### config.mk
export PLATFORM = sky130hd
export DESIGN_NAME = mux41_scan_ctrl
export DESIGN_NICKNAME = d
export VERILOG_FILES = /design/src/rtl/mux_scan_pkg.sv /design/src/rtl/mux41_scan_ctrl_settle_timer.sv /design/src/rtl/mux41_scan_ctrl.sv
export SDC_FILE = /design/constraint.sdc
export NUM_CORES = 1
export LEC_CHECK = 0
export BUFFER_PORTS_ARGS = -buffer_cell sky130_fd_sc_hd__buf_4
export CORE_UTILIZATION = 50
export CTS_CLUSTER_DIAMETER = 40
export CTS_CLUSTER_SIZE = 12
export DETAILED_ROUTE_END_ITERATION = 10
export HOLD_SLACK_MARGIN = 0.15
export PLACE_DENSITY = 0.71
export SLEW_MARGIN = 20
export SYNTH_ARGS = -nofsm -noshare
export SYNTH_HDL_FRONTEND = slang
export SYNTH_SLANG_ARGS = --single-unit
export TNS_END_PERCENT = 100
### constraint.sdc
create_clock -name clk -period 2.2 [get_ports clk]
set_input_delay 0 -clock clk [delete_from_list [all_inputs] [get_ports clk]]
set_output_delay 0 -clock clk [all_outputs]
set_load 0.05 [all_outputs]
### src/rtl/mux_scan_pkg.sv
// Shared types and constants for the 4:1 mux scan sequencer.
// Optional macro MUX_SCAN_CONTINUOUS_EN is consumed by mux41_scan_ctrl.
package mux_scan_pkg;
  localparam int NUM_CH = 4;
  localparam int SEL_W  = $clog2(NUM_CH);
  localparam int CNT_W  = 4;

  typedef enum logic [1:0] {
    IDLE,
    SETTLE,
    SAMPLE,
    DONE
  } scan_state_t;

  typedef logic [NUM_CH-1:0] scan_word_t;
  typedef logic [SEL_W-1:0]  scan_sel_t;

  function automatic logic is_last_ch(input scan_sel_t sel);
    return sel == SEL_W'(NUM_CH - 1);
  endfunction
endpackage

### src/rtl/mux41_scan_ctrl_settle_timer.sv
// Loadable down-counter with zero flag; counts the settle wait per channel.
// Holds at zero when decremented there, so a stray dec cannot wrap.
module settle_timer #(
  parameter int W = 4
) (
  input  logic         clk,
  input  logic         rst_n,
  input  logic         load,
  input  logic [W-1:0] load_val,
  input  logic         dec,
  output logic         zero
);
  logic [W-1:0] r_count;

  always_ff @(posedge clk or negedge rst_n) begin
    if (!rst_n) begin
      r_count <= '0;
    end else if (load) begin
      r_count <= load_val;
    end else if (dec && (r_count != '0)) begin
      r_count <= r_count - 1'b1;
    end
  end

  assign zero = (r_count == '0);
endmodule

### src/rtl/mux41_scan_ctrl.sv
// Steps the 4:1 mux select, samples y per channel and offers the packed word on valid/ready.
// Define MUX_SCAN_CONTINUOUS_EN to restart a scan automatically after each accepted word.
module mux41_scan_ctrl
  import mux_scan_pkg::*;
#(
  parameter int SETTLE_CYCLES = 1
) (
  input  logic              clk,
  input  logic              rst_n,
  input  logic              start,
  output logic [SEL_W-1:0]  s,
  input  logic              y,
  output logic              busy,
  output logic [NUM_CH-1:0] data_out,
  output logic              data_valid,
  input  logic              data_ready
);
  localparam logic [CNT_W-1:0] LP_RELOAD = CNT_W'(SETTLE_CYCLES - 1);

  scan_state_t         r_state;
  scan_state_t         w_state_next;
  scan_sel_t           r_sel;
  scan_sel_t           w_sel_next;
  logic [NUM_CH-2:0]   r_shadow;
  scan_word_t          r_data_out;
  logic                w_load;
  logic                w_dec;
  logic                w_zero;

  settle_timer #(
    .W (CNT_W)
  ) u_settle_timer (
    .clk      (clk),
    .rst_n    (rst_n),
    .load     (w_load),
    .load_val (LP_RELOAD),
    .dec      (w_dec),
    .zero     (w_zero)
  );

  always_ff @(posedge clk or negedge rst_n) begin
    if (!rst_n) begin
      r_state <= IDLE;
      r_sel   <= '0;
    end else begin
      r_state <= w_state_next;
      r_sel   <= w_sel_next;
    end
  end

  always_comb begin
    w_state_next = r_state;
    w_sel_next   = r_sel;
    w_load       = 1'b0;
    w_dec        = 1'b0;
    case (r_state)
      IDLE: begin
        if (start) begin
          w_state_next = SETTLE;
          w_sel_next   = '0;
          w_load       = 1'b1;
        end
      end
      SETTLE: begin
        if (w_zero) begin
          w_state_next = SAMPLE;
        end else begin
          w_dec = 1'b1;
        end
      end
      SAMPLE: begin
        if (is_last_ch(r_sel)) begin
          w_state_next = DONE;
        end else begin
          w_state_next = SETTLE;
          w_sel_next   = r_sel + 1'b1;
          w_load       = 1'b1;
        end
      end
      DONE: begin
        // start is deliberately ignored here; only the handshake moves us on
        if (data_ready) begin
`ifdef MUX_SCAN_CONTINUOUS_EN
          w_state_next = SETTLE;
          w_sel_next   = '0;
          w_load       = 1'b1;
`else
          w_state_next = IDLE;
`endif
        end
      end
      default: w_state_next = IDLE;
    endcase
  end

  // Channels 0..NUM_CH-2 park in the shadow; the last one goes straight into the word.
  for (genvar gi = 0; gi < NUM_CH - 1; gi++) begin : g_shadow
    always_ff @(posedge clk or negedge rst_n) begin
      if (!rst_n) begin
        r_shadow[gi] <= 1'b0;
      end else if ((r_state == SAMPLE) && (r_sel == SEL_W'(gi))) begin
        r_shadow[gi] <= y;
      end
    end
  end

  always_ff @(posedge clk or negedge rst_n) begin
    if (!rst_n) begin
      r_data_out <= '0;
    end else if ((r_state == SAMPLE) && is_last_ch(r_sel)) begin
      r_data_out <= {y, r_shadow};
    end
  end

  assign s          = r_sel;
  assign busy       = (r_state == SETTLE) || (r_state == SAMPLE);
  assign data_valid = (r_state == DONE);
  assign data_out   = r_data_out;
endmodule

==> results of run 1 <==
-- cell usage after synthesis (2+ instances only) --
library cell / instances
nor2b_1: 2
or4_1: 2
mux2_2: 6
a21oi_1: 5
a22o_1: 3
o21ai_0: 3
inv_1: 8
nand2_1: 5
dfrtp_1: 15
ha_1: 11
-- cell families (layout without fill, tap and decap cells) --
| family | Yosys count | in the layout |
|---|---|---|
| compound gates | 18 | 18 |
| simple gates | 16 | 16 |
| flops | 15 | 15 |
| fa+ha+maj | 11 | 11 |
| buf+inv | 10 | 29 |
| mux | 8 | 8 |
-- cell type report --
class                      count  area share
tap                           16     0.01900
multi-input combinational     53      0.4442
clock buffer                   4     0.02494
sequential                    15      0.3563
inverter                       9     0.03207
timing repair buffer          16      0.1235
-- tightest hold or removal path, delay by kind of cell --
| family | cells | cell delay [ps] |
|---|---|---|
| AO/OA/AOI/OAI | 2 | 370 |
| buffers and inverters | 1 | 80 |
| AND/OR/NAND/NOR | 1 | 70 |
-- timing repair --
| item | CTS | global route |
|---|---|---|
| setup endpoints to repair | 0 | 0 |
| hold buffers | 4 | 0 |
| hold endpoints to repair | 23 | 0 |
-- final timing paths --
path                                          from  depth (start not counted)                               endpoint  slack (ps)
min in group asynchronous                    rst_n                          3                data_out[0]$_DFFE_PN0P_         820
max in group asynchronous                    rst_n                          3                 r_state[0]$_DFFE_PN0P_         940
max reg2reg                 r_state[1]$_DFFE_PN0P_                          5  u_settle_timer.r_count[3]$_DFFE_PN0P_         470
min reg2reg                r_shadow[2]$_DFFE_PN0P_                          1                r_shadow[2]$_DFFE_PN0P_         500
max                         r_state[1]$_DFFE_PN0P_                          5  u_settle_timer.r_count[3]$_DFFE_PN0P_         470
min                                     data_ready                          4                 r_state[1]$_DFFE_PN0P_         270
-- through the flow --
stage / util / cells
floorplan: - / 78
global placement: 0.6262 / 105
detailed placement: 0.6262 / 105
CTS: 0.6683 / 113
global route: 0.6683 / 113
finish: 0.6683 / 113
-- sequential cells by signal, summed over array words and instances, names as in the netlist --
name                    cells
r_state                     2
s                           2
data_out                    4
u_settle_timer.r_count      4
r_shadow                    3
-- routing by layer --
layer	GRT usage	up-vias	wire (um)
met5	0	-	0
met4	0.1091	0	19
met3	0.03750	2	28
met2	0.3045	8	688
met1	0.2392	288	755
li1	-	311	-
==> results.sh, run 1 <==
export IMPL_status="finished clean"
export IMPL_fp_dieW_um=43.97
export IMPL_port_buffers=12
export IMPL_via_per_inst=5.389
export IMPL_wl_mm=1.491
export IMPL_insertion_delay_ps=280
export IMPL_min_path_type="primary input to register"
export IMPL_synth_top_flop_cell="dfrtp_1"
export IMPL_grt_pass1_vias=612
export IMPL_required_ps=2410
export IMPL_core_area_um2=1577
export IMPL_synthesis_area_um2=880.8
export IMPL_rsz0062_at_grt="false"
export IMPL_wl_per_cell_um=13.19
export IMPL_placed_area_um2=987.2
export IMPL_grtUsageTotal=0.1901
export IMPL_synth_adder_area_share=0.1563
export IMPL_avgSynthCellArea_um2=11.29
export IMPL_stdcell_area_um2=1054
export IMPL_worst_path_dominant_cell_family="simple AND/OR/NAND/NOR gates"
export IMPL_firstDrtPassIters=6
export IMPL_async_flop_share=1.000
export IMPL_max_slew_margin=0.5386
export IMPL_setup_tns_final_ps=0
export IMPL_min_period_ps=1734
export IMPL_crit_chain="inv_1 > ha_1 > inv_2 > or4_1 > a21oi_1"
export IMPL_ctsLongestPathBuffers=2
export IMPL_gp_congestion=0.7762
export IMPL_cts_made_buffers=3
export IMPL_synthTopCellsByArea="dfrtp_1, ha_1, mux2_2, inv_1, a2111oi_4"
export IMPL_yosysSeqAreaShare=0.4261
export IMPL_synth_top_family_by_area="compound AO/OA/AOI/OAI gates"
export IMPL_yosys_warnings=0
export IMPL_crit_path_max_incr_delay_ps=500
export IMPL_cts_reportedPaths_clkPinSlew_ps=90
export IMPL_num_antenna_cells=0
export IMPL_die_h_um=43.97
export IMPL_clock_root_buffer="clkbuf_4"
export IMPL_synth_compound_area_frac=0.1690
export IMPL_antenna_found_initial=0
export IMPL_synth_top_area_cell="dfrtp_1"
export IMPL_worst_slew_pin_slew_ps=689.8
export IMPL_synth_xor_area_share=0
export IMPL_drtAntennaViolNets=0
export IMPL_path_buf_inv=2
export IMPL_cts_resized=0
export IMPL_synth_top_area_frac=0.4261
export IMPL_multi_input_area_um2=467.9
export IMPL_start_util=0.5587
export IMPL_synth_edff_count=0
export IMPL_layout_setup_ws_ps=465.9
export IMPL_seq_area_um2=375.4
export IMPL_setup_viol=0
export IMPL_ys_types=28
export IMPL_criticalPathCategory="register to register"
export IMPL_hold_viol_final=0
export IMPL_rows=14
export IMPL_ios=13
export IMPL_fill_cells=124
export IMPL_final_cell_mix="dfrtp_1, buf_4, ha_1"
export IMPL_fp_dieArea_um2=1933
export IMPL_place_ws_ps=495.5
export IMPL_via_count=609
export IMPL_area_growth_pct=19.60
export IMPL_syn_inst=78
export IMPL_synthSimpleGateAreaFrac=0.1051
export IMPL_synth_seq_cells=15
export IMPL_fmax_mhz=576.7
export IMPL_period_share=0.7882
export IMPL_synth_net_count=94
export IMPL_layout_commonest_cell="dfrtp_1"
export IMPL_post_cts_buffers=0
export IMPL_nets=114
export IMPL_slowest_stage="or4_1"
export IMPL_hpwl_mm=1.057
export IMPL_cts_tree="yes"
export IMPL_skew_ps=1.618
export IMPL_worst_setup_path_end_kind="register"
export IMPL_overflow=0
export IMPL_drv_cap=0
export IMPL_cts_sinks=15
export IMPL_grt_max_degree=16
export IMPL_slew_violations=0
export IMPL_drc_errors=0
export IMPL_arrival_ps=1940
export IMPL_start_kind="register"
export IMPL_worst_path_max_fanout=6
export IMPL_h_tree_depth=1
export IMPL_synthMuxAreaShare=0.1009
export IMPL_drtIter0Drc=12
export IMPL_holdWs_ps=267.8
export IMPL_grt_pass1_wl_mm=2.628
export IMPL_layout_drive_gt1_share=0.2784
Power of run 1 is left out: the tool's default activity adds up to more than one toggle a clock period on the data nets, which glitch-free logic cannot reach.
==> run 2: changes to the inputs <==
==> constraint.sdc (replaced) <==
create_clock -name clk -period 1.7 [get_ports clk]
set_input_delay 0 -clock clk [delete_from_list [all_inputs] [get_ports clk]]
set_output_delay 0 -clock clk [all_outputs]
set_load 0.05 [all_outputs]
==> results.sh, run 2 (synthesized netlist as in run 1, its figures left out) <==
export IMPL_fmax_mhz=623.4
export IMPL_grtUsageTotal=0.1651
export IMPL_setup_viol=0
export IMPL_num_antenna_cells=0
export IMPL_area_growth_pct=23.44
export IMPL_cts_tree="yes"
export IMPL_grt_pass1_wl_mm=2.283
export IMPL_insertion_delay_ps=280
export IMPL_firstDrtPassIters=6
export IMPL_worstRegToRegCells=5
export IMPL_grt_pass1_vias=553
export IMPL_min_period_ps=1604
export IMPL_via_count=635
export IMPL_fin_util=0.6897
export IMPL_core_area_um2=1577
export IMPL_h_tree_depth=1
export IMPL_hold_viol_final=0
export IMPL_die_h_um=43.97
export IMPL_skew_ps=1.588
export IMPL_cts_made_buffers=3
export IMPL_max_slew_margin=0.5593
export IMPL_start_util=0.5587
export IMPL_port_buffers=12
export IMPL_whs_path_depth=4
export IMPL_clock_root_buffer="clkbuf_4"
export IMPL_slew_violations=0
export IMPL_fp_dieW_um=43.97
export IMPL_fp_dieArea_um2=1933
export IMPL_cts_reportedPaths_clkPinSlew_ps=90
export IMPL_rsz0062_at_grt="false"
export IMPL_ctsLongestPathBuffers=2
export IMPL_overflow=0
export IMPL_holdWs_ps=254.1
export IMPL_antenna_found_initial=0
export IMPL_start_kind="register"
export IMPL_cts_sinks=15
export IMPL_worst_setup_path_end_kind="register"
export IMPL_setup_tns_final_ps=0
export IMPL_gp_congestion=0.7387
export IMPL_wl_per_cell_um=12.82
export IMPL_arrival_ps=1810
export IMPL_drc_errors=0
export IMPL_required_ps=1910
export IMPL_worst_path_max_fanout=5
export IMPL_criticalPathCategory="register to register"
export IMPL_status="finished clean"
export IMPL_rows=14
export IMPL_nets=117
export IMPL_hpwl_mm=1.093
export IMPL_drtIter0Drc=1
export IMPL_worst_slew_pin_slew_ps=658.9
export IMPL_drv_cap=0
export IMPL_period_share=0.9436
export IMPL_wl_mm=1.487
export IMPL_min_path_type="primary input to register"
export IMPL_fill_cells=122
export IMPL_grt_max_degree=16
export IMPL_final_cell_mix="dfrtp_1, buf_4, ha_1"
export IMPL_ios=13
export IMPL_drtAntennaViolNets=0
export IMPL_layout_drive_gt1_share=0.3300
export IMPL_via_per_inst=5.474
==> run 2: cell count changes in the layout (fill, tap and decap cells not counted) <==
cell / previous run / this run
a211oi_2: 1 / 0
a211oi_4: 0 / 1
buf_4: 12 / 15
clkbuf_1: 1 / 0
clkinv_2: 0 / 1
ha_1: 11 / 10
ha_2: 0 / 1
inv_1: 8 / 7
inv_2: 1 / 2
==> run 2: repair_timing <==
item                       4_1_cts  5_1_grt
setup endpoints to repair        0        5
hold endpoints to repair        23        0
buffers inserted                 0        0
resized for setup                0        3
hold buffers                     4        0
==> run 2: worst max-delay path, cell delays in order (launching register included) <==
cell and delay [ps]:
dfrtp_1 410, inv_2 70, ha_1 140, or3b_4 430, a211oi_4 270, mux2i_1 200
==> run 2: stage by stage <==
stage / cells / instance area [um^2] / setup slack (ps)
2_1_floorplan: 78 / 880.8 / 89.31
3_3_place_gp: 108 / 1010 / 79.16
3_5_place_dp: 108 / 1010 / 38.21
4_1_cts: 116 / 1077 / 18.48
5_1_grt: 116 / 1087 / 5.938
6_report: 116 / 1087 / 95.88
==> run 2: final timing paths <==
| path | from | end | slack (ps) |
|---|---|---|---|
| hold / removal | data_ready | r_state[1]$_DFFE_PN0P_ | 250 |
| setup reg to reg | u_settle_timer.r_count[0]$_DFFE_PN0P_ | r_state[0]$_DFFE_PN0P_ | 100 |
| min in group asynchronous | rst_n | data_out[0]$_DFFE_PN0P_ | 820 |
| max in group asynchronous | rst_n | s[0]$_DFFE_PN0P_ | 460 |
| hold reg to reg | r_shadow[1]$_DFFE_PN0P_ | r_shadow[1]$_DFFE_PN0P_ | 510 |
| setup / recovery | u_settle_timer.r_count[0]$_DFFE_PN0P_ | r_state[0]$_DFFE_PN0P_ | 100 |
==> run 2: area by class of cell <==
cell class	count	area, um^2	area share
clock buffers	3	22.52	0.02071
clock inverters	1	5.005	0.004603
inverters	9	33.78	0.03107
multi-input cells	53	478.0	0.4396
flip-flops and latches	15	375.4	0.3452
well taps	16	20.02	0.01841
repair buffers	19	152.6	0.1404
==> run 2: per-layer routing <==
metal	vias to the layer above	share of wire	GRT usage
met3	2	0.024	0.02500
met5	-	0	0
met1	302	0.49	0.2181
met2	10	0.47	0.2507
met4	0	0.018	0.1091
li1	321	-	-
Power of run 2 is left out for the same reason.
